### src/rtl/unary_window_acc.sv
// unary_window_acc: windowed bitstream-to-binary converter.
// After a start pulse, SKIP warm-up bits are discarded, then the ones in the
// next 2^WINLOG bits are counted and the count is held under valid/ready.
// Optional build macro: UNARY_WINDOW_ACC_BIPOLAR_EN (result = count - N/2).
module unary_window_acc #(
  parameter int WINLOG  = 8,
  parameter int SKIP    = 2,
  parameter int SKIPLOG = 2
) (
  input  logic            clk,
  input  logic            rst_n,
  input  logic            start,
  input  logic            in,
  output logic            busy,
  output logic            out_valid,
  input  logic            out_ready,
  output logic [WINLOG:0] result
);

  localparam int AW = WINLOG + 1;
  localparam logic [AW-1:0]      WIN_LAST  = AW'((2 ** WINLOG) - 1);
  localparam logic [AW-1:0]      HALF      = AW'(2 ** (WINLOG - 1));
  localparam logic [SKIPLOG-1:0] SKIP_LAST = SKIPLOG'(SKIP - 1);

  typedef enum logic [1:0] {
    ST_IDLE,
    ST_SKIP,
    ST_ACC,
    ST_HOLD
  } state_t;

  state_t               r_state;
  state_t               w_next;
  state_t               w_first;
  logic                 w_clr;
  logic                 w_load;
  logic [SKIPLOG-1:0]   r_skip_cnt;
  logic [AW-1:0]        r_win_cnt;
  logic [AW-1:0]        r_acc;
  logic [AW-1:0]        r_result;
  logic [AW-1:0]        w_final;

  // State register
  always_ff @(posedge clk or negedge rst_n) begin
    if (!rst_n) r_state <= ST_IDLE;
    else        r_state <= w_next;
  end

  // Next-state logic; w_clr marks entry into a new conversion, w_load the last sample
  always_comb begin
    w_next  = r_state;
    w_clr   = 1'b0;
    w_load  = 1'b0;
    w_first = (SKIP > 0) ? ST_SKIP : ST_ACC;
    case (r_state)
      ST_IDLE: begin
        if (start) begin
          w_next = w_first;
          w_clr  = 1'b1;
        end
      end
      ST_SKIP: begin
        if (r_skip_cnt == SKIP_LAST) w_next = ST_ACC;
      end
      ST_ACC: begin
        if (r_win_cnt == WIN_LAST) begin
          w_next = ST_HOLD;
          w_load = 1'b1;
        end
      end
      ST_HOLD: begin
        if (out_ready) begin
          if (start) begin
            w_next = w_first;
            w_clr  = 1'b1;
          end else begin
            w_next = ST_IDLE;
          end
        end
      end
      default: w_next = ST_IDLE;
    endcase
  end

  // Final count includes the sample taken on the last ACC cycle
  always_comb begin
`ifdef UNARY_WINDOW_ACC_BIPOLAR_EN
    w_final = r_acc + AW'(in) - HALF;
`else
    w_final = r_acc + AW'(in);
`endif
  end

  // Counters, accumulator and held result
  always_ff @(posedge clk or negedge rst_n) begin
    if (!rst_n) begin
      r_skip_cnt <= '0;
      r_win_cnt  <= '0;
      r_acc      <= '0;
      r_result   <= '0;
    end else begin
      if (w_clr) begin
        r_skip_cnt <= '0;
        r_win_cnt  <= '0;
        r_acc      <= '0;
      end else if (r_state == ST_SKIP) begin
        r_skip_cnt <= r_skip_cnt + SKIPLOG'(1);
      end else if (r_state == ST_ACC) begin
        r_win_cnt <= r_win_cnt + AW'(1);
        r_acc     <= r_acc + AW'(in);
      end
      if (w_load) r_result <= w_final;
    end
  end

  assign busy      = (r_state != ST_IDLE);
  assign out_valid = (r_state == ST_HOLD);
  assign result    = r_result;

endmodule

### config.mk
export PLATFORM = sky130hd
export DESIGN_NAME = unary_window_acc
export DESIGN_NICKNAME = d
export VERILOG_FILES = /design/src/rtl/unary_window_acc.sv
export SDC_FILE = /design/constraint.sdc
export NUM_CORES = 1
export LEC_CHECK = 0
export BUFFER_PORTS_ARGS = -buffer_cell sky130_fd_sc_hd__buf_4
export CORE_MARGIN = 3
export CORE_UTILIZATION = 34
export DETAILED_ROUTE_END_ITERATION = 12
export GPL_ROUTABILITY_DRIVEN = 0
export PLACE_DENSITY = 0.51
export SYNTH_ARGS = -nofsm -noshare
export SYNTH_HDL_FRONTEND = slang
export SYNTH_SLANG_ARGS = --single-unit
### constraint.sdc
create_clock -name clk -period 4.46 [get_ports clk]
set_input_delay 0.892 -clock clk [delete_from_list [all_inputs] [get_ports clk]]
set_output_delay 0.892 -clock clk [all_outputs]
set_load 0.01 [all_outputs]
# [Word level (Yosys, flattened, before mapping)]
# Cells that the tools add are included.
[word_totals] regBits=31 input_bits=5 output_inout_bits=11 wordCells=43
[classes] add_sub_neg=3 n_eq_ne=10 mux=19 n_reduce_logical=6
[ops] cell="two-way mux 9 bit" count=6
[ops] cell="two-way mux 2 bit" count=6
[ops] cell="adder 9 x 1 -> 9 bit" count=1
[ops] cell="adder 9 x 1 -> 9 bit (second input constant)" count=1
[ops] cell="equality test 9 x 8 -> 1 bit (second input constant)" count=1
[ops] cell="!= test 2 bit (second input constant)" count=4
[ops] cell="one-hot mux 2 bit (4 select lines)" count=1
[ops] cell="nonzero test 2 bit" count=3
[ops] cell="two-way mux 1 bit" count=5
[ops] cell="equality test 2 x 1 -> 1 bit (second input constant)" count=2
[ops] cell="equality test 2 bit (second input constant)" count=2
[ops] cell="AND reduction 4 bit" count=1
[ops] cell="adder 2 x 1 -> 2 bit (second input constant)" count=1
[ops] cell="logical NOT 2 bit" count=1
[ops] cell="!= test 2 x 1 -> 1 bit (second input constant)" count=1
[ops] cell="one-hot mux 1 bit (2 select lines)" count=1
[ops] cell="AND reduction 2 bit" count=1

# [Longest topological paths before layout]
# Gate-level depths: netlist of run 1.
[logic_depth] ltp_word=5 ltp_mapped=8 ltp_nobuf=8

# [Worst setup path after synthesis of run 1]
# Ideal clock, no wire load.
[synth_path] path_type="input to register" from="input in" to="register r_acc[4]" setup_time_ns=0.126 t_arrival_ns=1.869 required_ns=4.334 slack_ns=2.465 cell_stages=5 n_path_buf=0 path_cell_list="ha_1 > ha_1 > nand4_1 > and3_1 > a221o_1"
[synth_via] elab_chain_cells=4
[synth_lines] element="start: declaration" line_no="13" source="input logic in,"
[synth_lines] element="adder 9 x 1 -> 9 bit" line_no="110" source="r_acc <= r_acc + AW'(in);"
[synth_lines] element="two-way mux 9 bit" line_no="108" source="end else if (r_state == ST_ACC) begin"
[synth_lines] element="two-way mux 9 bit" line_no="106" source="end else if (r_state == ST_SKIP) begin"
[synth_lines] element="two-way mux 9 bit" line_no="102" source="if (w_clr) begin"
[synth_lines] element="end signal: assignment" line_no="110"
[synth_lines] element="end: declaration" line_no="39" source="logic [AW-1:0] r_acc;"
# No other way between the ends. The select of a mux whose other input is x is not followed.
# A chain may end at the register's enable or synchronous reset.

# [Worst setup path in the final report of run 1]
[layout_path] from="register r_state[0]" to="output busy"
[layout_via] elab_chain_cells=1
[layout_lines] element="start: declaration" line_no="32" source="state_t r_state;"
[layout_lines] element="start signal: assignment" line_no="46" source="else r_state <= w_next;"
[layout_lines] element="nonzero test 2 bit" line_no="116" source="assign busy = (r_state != ST_IDLE);"
[layout_lines] element="end: declaration" line_no="14" source="output logic busy,"
# No other way between the ends.

==> results of run 1 <==
==> worst paths after layout <==
check / start / to / slack (ns) / cells past startpoint
hold reg to reg: result[6] / result[6] / 0.48 / 2
hold / removal: result[6] / result[6] / 0.48 / 2
max in group asynchronous: rst_n / r_win_cnt[7] / 3.63 / 1
setup / recovery: r_state[0] / busy / 2.35 / 4
min in group asynchronous: rst_n / result[4] / 0.53 / 1
setup reg to reg: r_state[0] / r_acc[8] / 2.43 / 5
==> metal layers <==
metal / share of wire / wire [um] / global-route usage
met3: 0.043 / 147 / 0.0305
met4: 0.022 / 76 / 0.0534
met2: 0.48 / 1640 / 0.212
met5: 0 / 0 / 0
met1: 0.45 / 1520 / 0.155
==> through the flow <==
stage	cell area, um2	total power (W)	std cells
2_1_floorplan	1710	0.000444	170
5_1_grt	1960	0.000788	253
6_report	1960	0.000739	253
3_3_place_gp	1840	0.000452	245
3_5_place_dp	1840	0.000456	245
4_1_cts	1960	0.000747	253
==> power breakdown <==
group	switching (W)	internal, W	total [W]
sequential	0.0000435	0.000309	0.000353
clock	0.000108	0.000181	0.000289
combinational	0.0000477	0.0000498	0.0000975
total	0.000199	0.000540	0.000739
==> cells in the mapped netlist (all sizes together) (3+ instances only) <==
cell type,number,area (um2)
a21oi,9,48.8
and3,4,25.0
buf,5,50.0
dfrtp,31,776
ha,10,125
inv,5,18.8
mux2,3,33.8
nand2,22,90.1
nand2b,5,31.3
nand3,7,35.0
nand4,8,50.1
nor2,13,51.3
o211ai,4,30.0
o21ai,9,45.0
o31ai,4,30.0
xnor2,6,52.6
xor2,7,61.3
==> sequential cells by signal, summed over array words and instances, names as in the netlist <==
name,count
r_win_cnt,9
r_skip_cnt,2
r_state,2
result,9
r_acc,9
==> layout make-up <==
cell class | instances | area, um2 | area share
sequential | 31 | 776 | 0.396
multi-input combinational | 127 | 851 | 0.434
inverter | 5 | 18.8 | 0.00958
tap | 67 | 83.8 | 0.0428
timing repair buffer | 15 | 113 | 0.0575
clock inverter | 2 | 35.0 | 0.0179
clock buffer | 6 | 82.6 | 0.0421
==> worst max-delay path: stages (launching register included) <==
cell and delay (ns):
dfrtp_1 0.41, inv_1 0.14, ha_1 0.18, inv_1 0.06, buf_4 0.14
==> cell families after synthesis <==
logic type / after synthesis / synth area share
and+or+nand+nor: 64 / 0.191
adders and majority gates: 10 / 0.0730
AOI/OAI and AO/OA: 35 / 0.134
muxes: 5 / 0.0314
buffers and inverters: 12 / 0.0504
DFF: 31 / 0.453
xor gates and xnor gates: 13 / 0.0665
==> results by group, run 1 <==
Power and ir drop
  – Maximum VDD drop: 0.000162 V
  – Pwr/cell area: 377 nW/um2
  – Lkg Pwr: 0.895 nW

Cells and area
  – Commonest cells after routing, fill and taps aside: dfrtp_1 (31), nand2_1 (21), buf_4 (15), nor2_1 (12), ha_1 (10)
  – Area Overhead vs Synth: 14.4%
  – Diodes inserted: 0
  – Util after Layout: 0.409
  – Filler Cells Inserted: 486
  – Nets@finish: 200
  – Most common cell after layout, fill and taps aside: dfrtp_1
  – Proportion of layout cells with a drive suffix above 1: 0.172

Outcome
  – Status: finished clean

Global routing
  – Global-route wire length before repair: 6.00 mm
  – GRT Total Usage: 0.126
  – Largest net degree at the start of global routing: 32
  – Antenna violations before repair: 0
  – Grt total ovfl: 0
  – Vias in the first global route: 1261

Worst setup path
  – CP Max Fanout: 5
  – Crit Path Class: reg2out
  – Critical Path RT: 3.57 ns
  – Startpoint Class: flip-flop
  – WP data arrival: 1.21 ns
  – CP endpoint kind: output pin

Placement
  – I/O Buffers: 15
  – Post-detail-place hpwl: 2.41 mm
  – Pre-CTS setup slack: 2.12 ns

Routing
  – Post-DRT Antenna Nets: 0
  – Vias: 1265
  – Vias per Instance: 5.00
  – Pre-antenna DRT Iters: 4
  – Residual DRC: 0
  – Wirelength, routed: 3.39 mm
  – DR iter-0 viols: 86
  – WL/cell: 13.4 um

STA
  – Final cycle utilization of the critical path: 0.472
  – Final Setup Violations: 0
  – Setup TNS: 0 ns
  – F_max: 475 MHz
  – Fin crit period: 2.11 ns
  – Unrepaired setup endpoints after global routing: no
  – Hold slack final: 0.478 ns
  – Clock Skew: 0.00689 ns
  – Setup ws final: 2.35 ns
  – Worst-Margin Slew: 0.783 ns
  – Endpoints failing hold: 0
  – Final count of pins violating max slew: 0
  – Worst slew margin: 0.478

CTS
  – CTS Buffer Depth: 2
  – Clock root buffer: clkbuf_8
  – Reg clk slew, reported paths: 0.07 ns
  – Num CTS Buffers: 5
  – H-tree depth: 2
  – Total setup buffers inserted after CTS: 0
  – CTS Hold Bufs: 0
  – Clock Latency Late Sink: 0.28 ns
  – PostCTS Resize Cnt: 0
  – CTS Sinks: 31
  – TritonCTS clock tree: built

Floorplan
  – Die area: 5930 um2
  – Die height: 77.0 um
  – Rows: 25
  – Die width: 77.0 um
  – Io pins: 16
  – Initial Util: 0.358
  – Core area: 4790 um2

Synth
  – Syn Nets: 185
  – Seq/Total Area, Yosys: 0.453
  – Syn Inst Count: 170
  – Main synth FF type: dfrtp_1
  – Number of flops mapped to enable cells by yosys: 0
  – Warnings from Yosys: 0
  – Cell area after synthesis: 1710 um2
  – Post-synth cell types: 38
  – Mean Syn Cell Area: 10.1 um2
  – FFs w/ async S/R, synth: 1.00
  – #FFs+latches synth: 31

Flow run
  – Max-cap violation count: 0

Hold path
  – Hold Crit Class: reg2reg
(Power assumes the default switching activity.)
==> run 2, diff against run 1 <==
clock period = 2.05 ns   (was 4.46 ns; I/O delays follow)
==> run 2 against run 1 <==
  * Global-route usage grew 0.36 points
  * Register-to-register slack lost 2.2 ns
  * Cell count grew 1.2%
  * Die area is the same
  * Total power grew 120%
  * Critical path type is now reg2reg
  * Setup slack lost 2.1 ns
  * Clock-buffer cell count is the same
  * Sequential power grew 120%
  * Core utilization grew 0.47 points
  * Wire length grew 1.7%
  * Clock power grew 120%
  * Largest cell class unchanged
==> results by group, run 2 (same netlist as run 1, synthesis figures left out) <==
Outcome
  – Status: finished clean

Worst setup path
  – CP bufs+invs: 0
  – CP endpoint kind: flip-flop
  – Critical Path RT: 2.20 ns
  – CP cell instances: ha_1 -> nand2_1 -> nor2_1 -> ha_1 -> nand2b_1 -> o2111ai_1 -> a2111oi_0 -> a21oi_1
  – Worst R2R Start: r_win_cnt[0]
  – Crit Path Class: reg2reg
  – Worst reg2reg setup slack: 0.21 ns
  – Most common cell type on the critical path: ha_1
  – WP data arrival: 1.99 ns
  – FF-to-FF path depth: 8
  – Max incr delay on CP: 0.41 ns
  – Critical path's slowest cell: dfrtp_1
  – Cell depth of the worst setup path: 8
  – CP Max Fanout: 5
  – Startpoint Class: flip-flop
  – Top delay family on crit path: compound AO/OA/AOI/OAI gates
  – Worst R2R End: r_state[0]

Floorplan
  – Die width: 77.0 um
  – Die area: 5930 um2
  – Core area: 4790 um2
  – Rows: 25
  – Die height: 77.0 um
  – Initial Util: 0.358
  – Io pins: 16

CTS
  – Total setup buffers inserted after CTS: 0
  – Clock Latency Late Sink: 0.28 ns
  – H-tree depth: 2
  – CTS Sinks: 31
  – TritonCTS clock tree: built
  – Num CTS Buffers: 5
  – CTS Hold Bufs: 0
  – CTS Buffer Depth: 2
  – Reg clk slew, reported paths: 0.07 ns
  – Clock root buffer: clkbuf_8
  – PostCTS Resize Cnt: 0

Routing
  – Pre-antenna DRT Iters: 4
  – Residual DRC: 0
  – Wirelength, routed: 3.44 mm
  – WL/cell: 13.4 um
  – Post-DRT Antenna Nets: 0
  – Vias: 1269
  – DR iter-0 viols: 69
  – Vias per Instance: 4.96

Global routing
  – GRT Total Usage: 0.130
  – Global-route wire length before repair: 6.03 mm
  – Vias in the first global route: 1252
  – Antenna violations before repair: 0
  – Largest net degree at the start of global routing: 32
  – Grt total ovfl: 0

Placement
  – Post-detail-place hpwl: 2.46 mm
  – I/O Buffers: 15
  – Placed cells: 248

STA
  – Final Setup Violations: 0
  – Final count of pins violating max slew: 0
  – Setup TNS: 0 ns
  – F_max: 543 MHz
  – Fin crit period: 1.84 ns
  – Worst-Margin Slew: 0.516 ns
  – Endpoints failing hold: 0
  – Unrepaired setup endpoints after global routing: no
  – Clock Skew: 0.00642 ns
  – Hold slack final: 0.0494 ns
  – Worst slew margin: 0.656
  – Final cycle utilization of the critical path: 0.899

Cells and area
  – Final cell count without fillers: 256
  – Nets@finish: 203
  – Storage element area: 776 um2
  – Filler Cells Inserted: 481
  – Area of the multi-input gates: 851 um2
  – Util after Layout: 0.414
  – Commonest cells after routing, fill and taps aside: dfrtp_1 (31), nand2_1 (21), buf_4 (18), nor2_1 (12), ha_1 (10)
  – Most common cell after layout, fill and taps aside: dfrtp_1
  – Proportion of layout cells with a drive suffix above 1: 0.185
  – Diodes inserted: 0
  – Area Overhead vs Synth: 15.7%

Power and ir drop
  – Maximum VDD drop: 0.000283 V
  – Pwr/cell area: 809 nW/um2
  – Total Power: 0.00160 W
  – Lkg Pwr: 0.909 nW

Hold path
  – Hold Crit Class: in2async

Flow run
  – Max-cap violation count: 0
==> run 2: cell count changes in the layout (fill, tap and decap cells not counted) <==
| cell | change |
|---|---|
| buf_4 | +3 |
==> run 2: through the flow <==
step	worst slack (ns)	instance area [um2]
after detailed placement	0.224	1860
final	0.208	1980
after CTS	0.225	1980
after global routing	0.0354	1980
after floorplan	0.408	1710
after global placement	0.283	1860
==> run 2: cell type report <==
type | count | area share
clock buffers | 6 | 0.0417
clock inverters | 2 | 0.0177
inverters | 5 | 0.00947
multi-input cells | 127 | 0.429
flip-flops and latches | 31 | 0.391
well taps | 67 | 0.0423
repair buffers | 18 | 0.0682
==> run 2: worst max-delay path by stage <==
stage / slack (ns) / start / end
finish: 0.21 / r_win_cnt[0] / r_state[0]
global route: 0.04 / r_win_cnt[0] / r_state[0]
CTS: 0.22 / r_state[0] / r_acc[4]
detailed placement: 0.22 / r_state[0] / r_acc[8]
global placement: 0.28 / r_win_cnt[0] / r_state[1]
floorplan: 0.41 / r_win_cnt[0] / r_state[1]
==> run 2: where the power goes <==
part / switching [W] / internal [W] / total [W]
sequential: 0.0000988 / 0.000673 / 0.000772
clock: 0.000232 / 0.000393 / 0.000625
combinational: 0.0000992 / 0.000108 / 0.000207
total: 0.000430 / 0.00117 / 0.00160
==> run 2: routing by layer <==
metal  global-route usage  routed length, um  share of wire  vias up
met5                    0                  0              0        -
met1                0.156               1560           0.45      607
met3               0.0458                144          0.042        6
met2                0.214               1680           0.49       20
met4               0.0480                 57          0.017        0
li1                     -                  -              -      636
==> run 3, diff against run 2 <==
CTS_BUF_LIST = sky130_fd_sc_hd__clkbuf_4   (was not set)
==> run 3 against run 2 <==
  * Hold slack improved by 0.36 ns
  * Clock skew barely moved
  * Clock-buffer cell count fell by 1
  * Non-clock buffer count rose by 1
  * Critical path type unchanged
==> results by group, run 3 (same netlist as run 1, synthesis figures left out) <==
Outcome
  – Status: finished clean

Worst setup path
  – Critical Path RT: 2.28 ns
  – Startpoint Class: flip-flop
  – CP endpoint kind: flip-flop
  – CP Max Fanout: 12
  – Crit Path Class: reg2reg
  – WP data arrival: 2.06 ns

STA
  – Worst slew margin: 0.649
  – Clock Skew: 0.00650 ns
  – Final Setup Violations: 0
  – Unrepaired setup endpoints after global routing: no
  – Final cycle utilization of the critical path: 0.893
  – F_max: 546 MHz
  – Setup ws final: 0.218 ns
  – Worst-Margin Slew: 0.527 ns
  – Final count of pins violating max slew: 0
  – Setup TNS: 0 ns
  – Fin crit period: 1.83 ns
  – Endpoints failing hold: 0

Global routing
  – Largest net degree at the start of global routing: 32
  – Vias in the first global route: 1244
  – GRT Total Usage: 0.128
  – Antenna violations before repair: 0
  – Global-route wire length before repair: 5.98 mm
  – Grt total ovfl: 0

CTS
  – H-tree depth: 2
  – Clock Latency Late Sink: 0.33 ns
  – Num CTS Buffers: 5
  – CTS Hold Bufs: 1
  – Total setup buffers inserted after CTS: 0
  – Reg clk slew, reported paths: 0.10 ns
  – CTS Sinks: 31
  – Clock root buffer: clkbuf_4
  – CTS Buffer Depth: 2
  – TritonCTS clock tree: built
  – PostCTS Resize Cnt: 0

Power and ir drop
  – Pwr/cell area: 742 nW/um2
  – Lkg Pwr: 0.894 nW
  – Maximum VDD drop: 0.000281 V

Routing
  – Pre-antenna DRT Iters: 4
  – Wirelength, routed: 3.40 mm
  – Vias per Instance: 4.97
  – DR iter-0 viols: 73
  – Residual DRC: 0
  – WL/cell: 13.2 um
  – Post-DRT Antenna Nets: 0
  – Vias: 1277

Placement
  – I/O Buffers: 15
  – Pre-CTS setup slack: 0.224 ns
  – Post-detail-place hpwl: 2.46 mm

Cells and area
  – Filler Cells Inserted: 478
  – Storage element area: 776 um2
  – Most common cell after layout, fill and taps aside: dfrtp_1
  – Commonest cells after routing, fill and taps aside: dfrtp_1 (31), nand2_1 (21), buf_4 (18), nor2_1 (12), ha_1 (10)
  – Area of the multi-input gates: 851 um2
  – Area Overhead vs Synth: 13.9%
  – Proportion of layout cells with a drive suffix above 1: 0.179
  – Diodes inserted: 0
  – Nets@finish: 204

Floorplan
  – Die width: 77.0 um
  – Initial Util: 0.358
  – Core area: 4790 um2
  – Die height: 77.0 um
  – Die area: 5930 um2
  – Rows: 25
  – Io pins: 16

Flow run
  – Max-cap violation count: 0

Hold path
  – Hold Crit Class: in2reg
==> run 3: cell types whose count changed in the layout (fill, tap and decap cells not counted) <==
cell	change
clkinv_1	+1
clkbuf_8	-6
dlygate4sd3_1	+1
clkbuf_4	+5
==> run 3: area by class of cell <==
type                    instances  share of cell area
clock buffers                   5              0.0192
clock inverters                 3              0.0199
inverters                       5             0.00962
multi-input cells             127               0.436
flip-flops and latches         31               0.398
well taps                      67              0.0430
repair buffers                 19              0.0744
==> run 3: metrics by stage <==
stage | power (W) | cell area, um2 | instances | util | hold slack [ns]
6_report | 0.00145 | 1950 | 257 | 0.408 | 0.408
5_1_grt | 0.00156 | 1950 | 257 | 0.408 | 0.412
4_1_cts | 0.00147 | 1950 | 257 | 0.408 | 0.398
3_5_place_dp | 0.000994 | 1860 | 248 | 0.390 | 0.373
3_3_place_gp | 0.000987 | 1860 | 248 | 0.390 | 0.375
2_1_floorplan | 0.000966 | 1710 | 170 | - | 0.114
==> run 3: critical path, cell delays in order, from the launching register on <==
cell     delay, ns
dfrtp_1       0.42
inv_1         0.15
ha_1          0.41
nand4_1       0.26
and3_1        0.25
a221o_1       0.25
==> run 3: power breakdown <==
group | switching (W) | internal, W | total, W
clock network | 0.000219 | 0.000251 | 0.000470
logic | 0.0000995 | 0.000109 | 0.000208
registers | 0.0000970 | 0.000672 | 0.000769
total | 0.000415 | 0.00103 | 0.00145
==> run 3: worst paths after layout <==
path,cells after the start,from,to,slack [ns]
setup / recovery,5,r_state[0],r_acc[4],0.22
hold / removal,3,start,r_state[0],0.41
setup reg to reg,5,r_state[0],r_acc[4],0.22
hold reg to reg,2,result[6],result[6],0.49
max in group asynchronous,2,rst_n,r_skip_cnt[1],1.22
min in group asynchronous,2,rst_n,result[5],0.53
==> run 3: metal layers <==
layer | wire length (um) | track usage | up-vias
met1 | 1570 | 0.159 | 603
met2 | 1620 | 0.207 | 30
met3 | 159 | 0.0423 | 5
li1 | - | - | 639
met5 | 0 | 0 | -
met4 | 42 | 0.0480 | 0
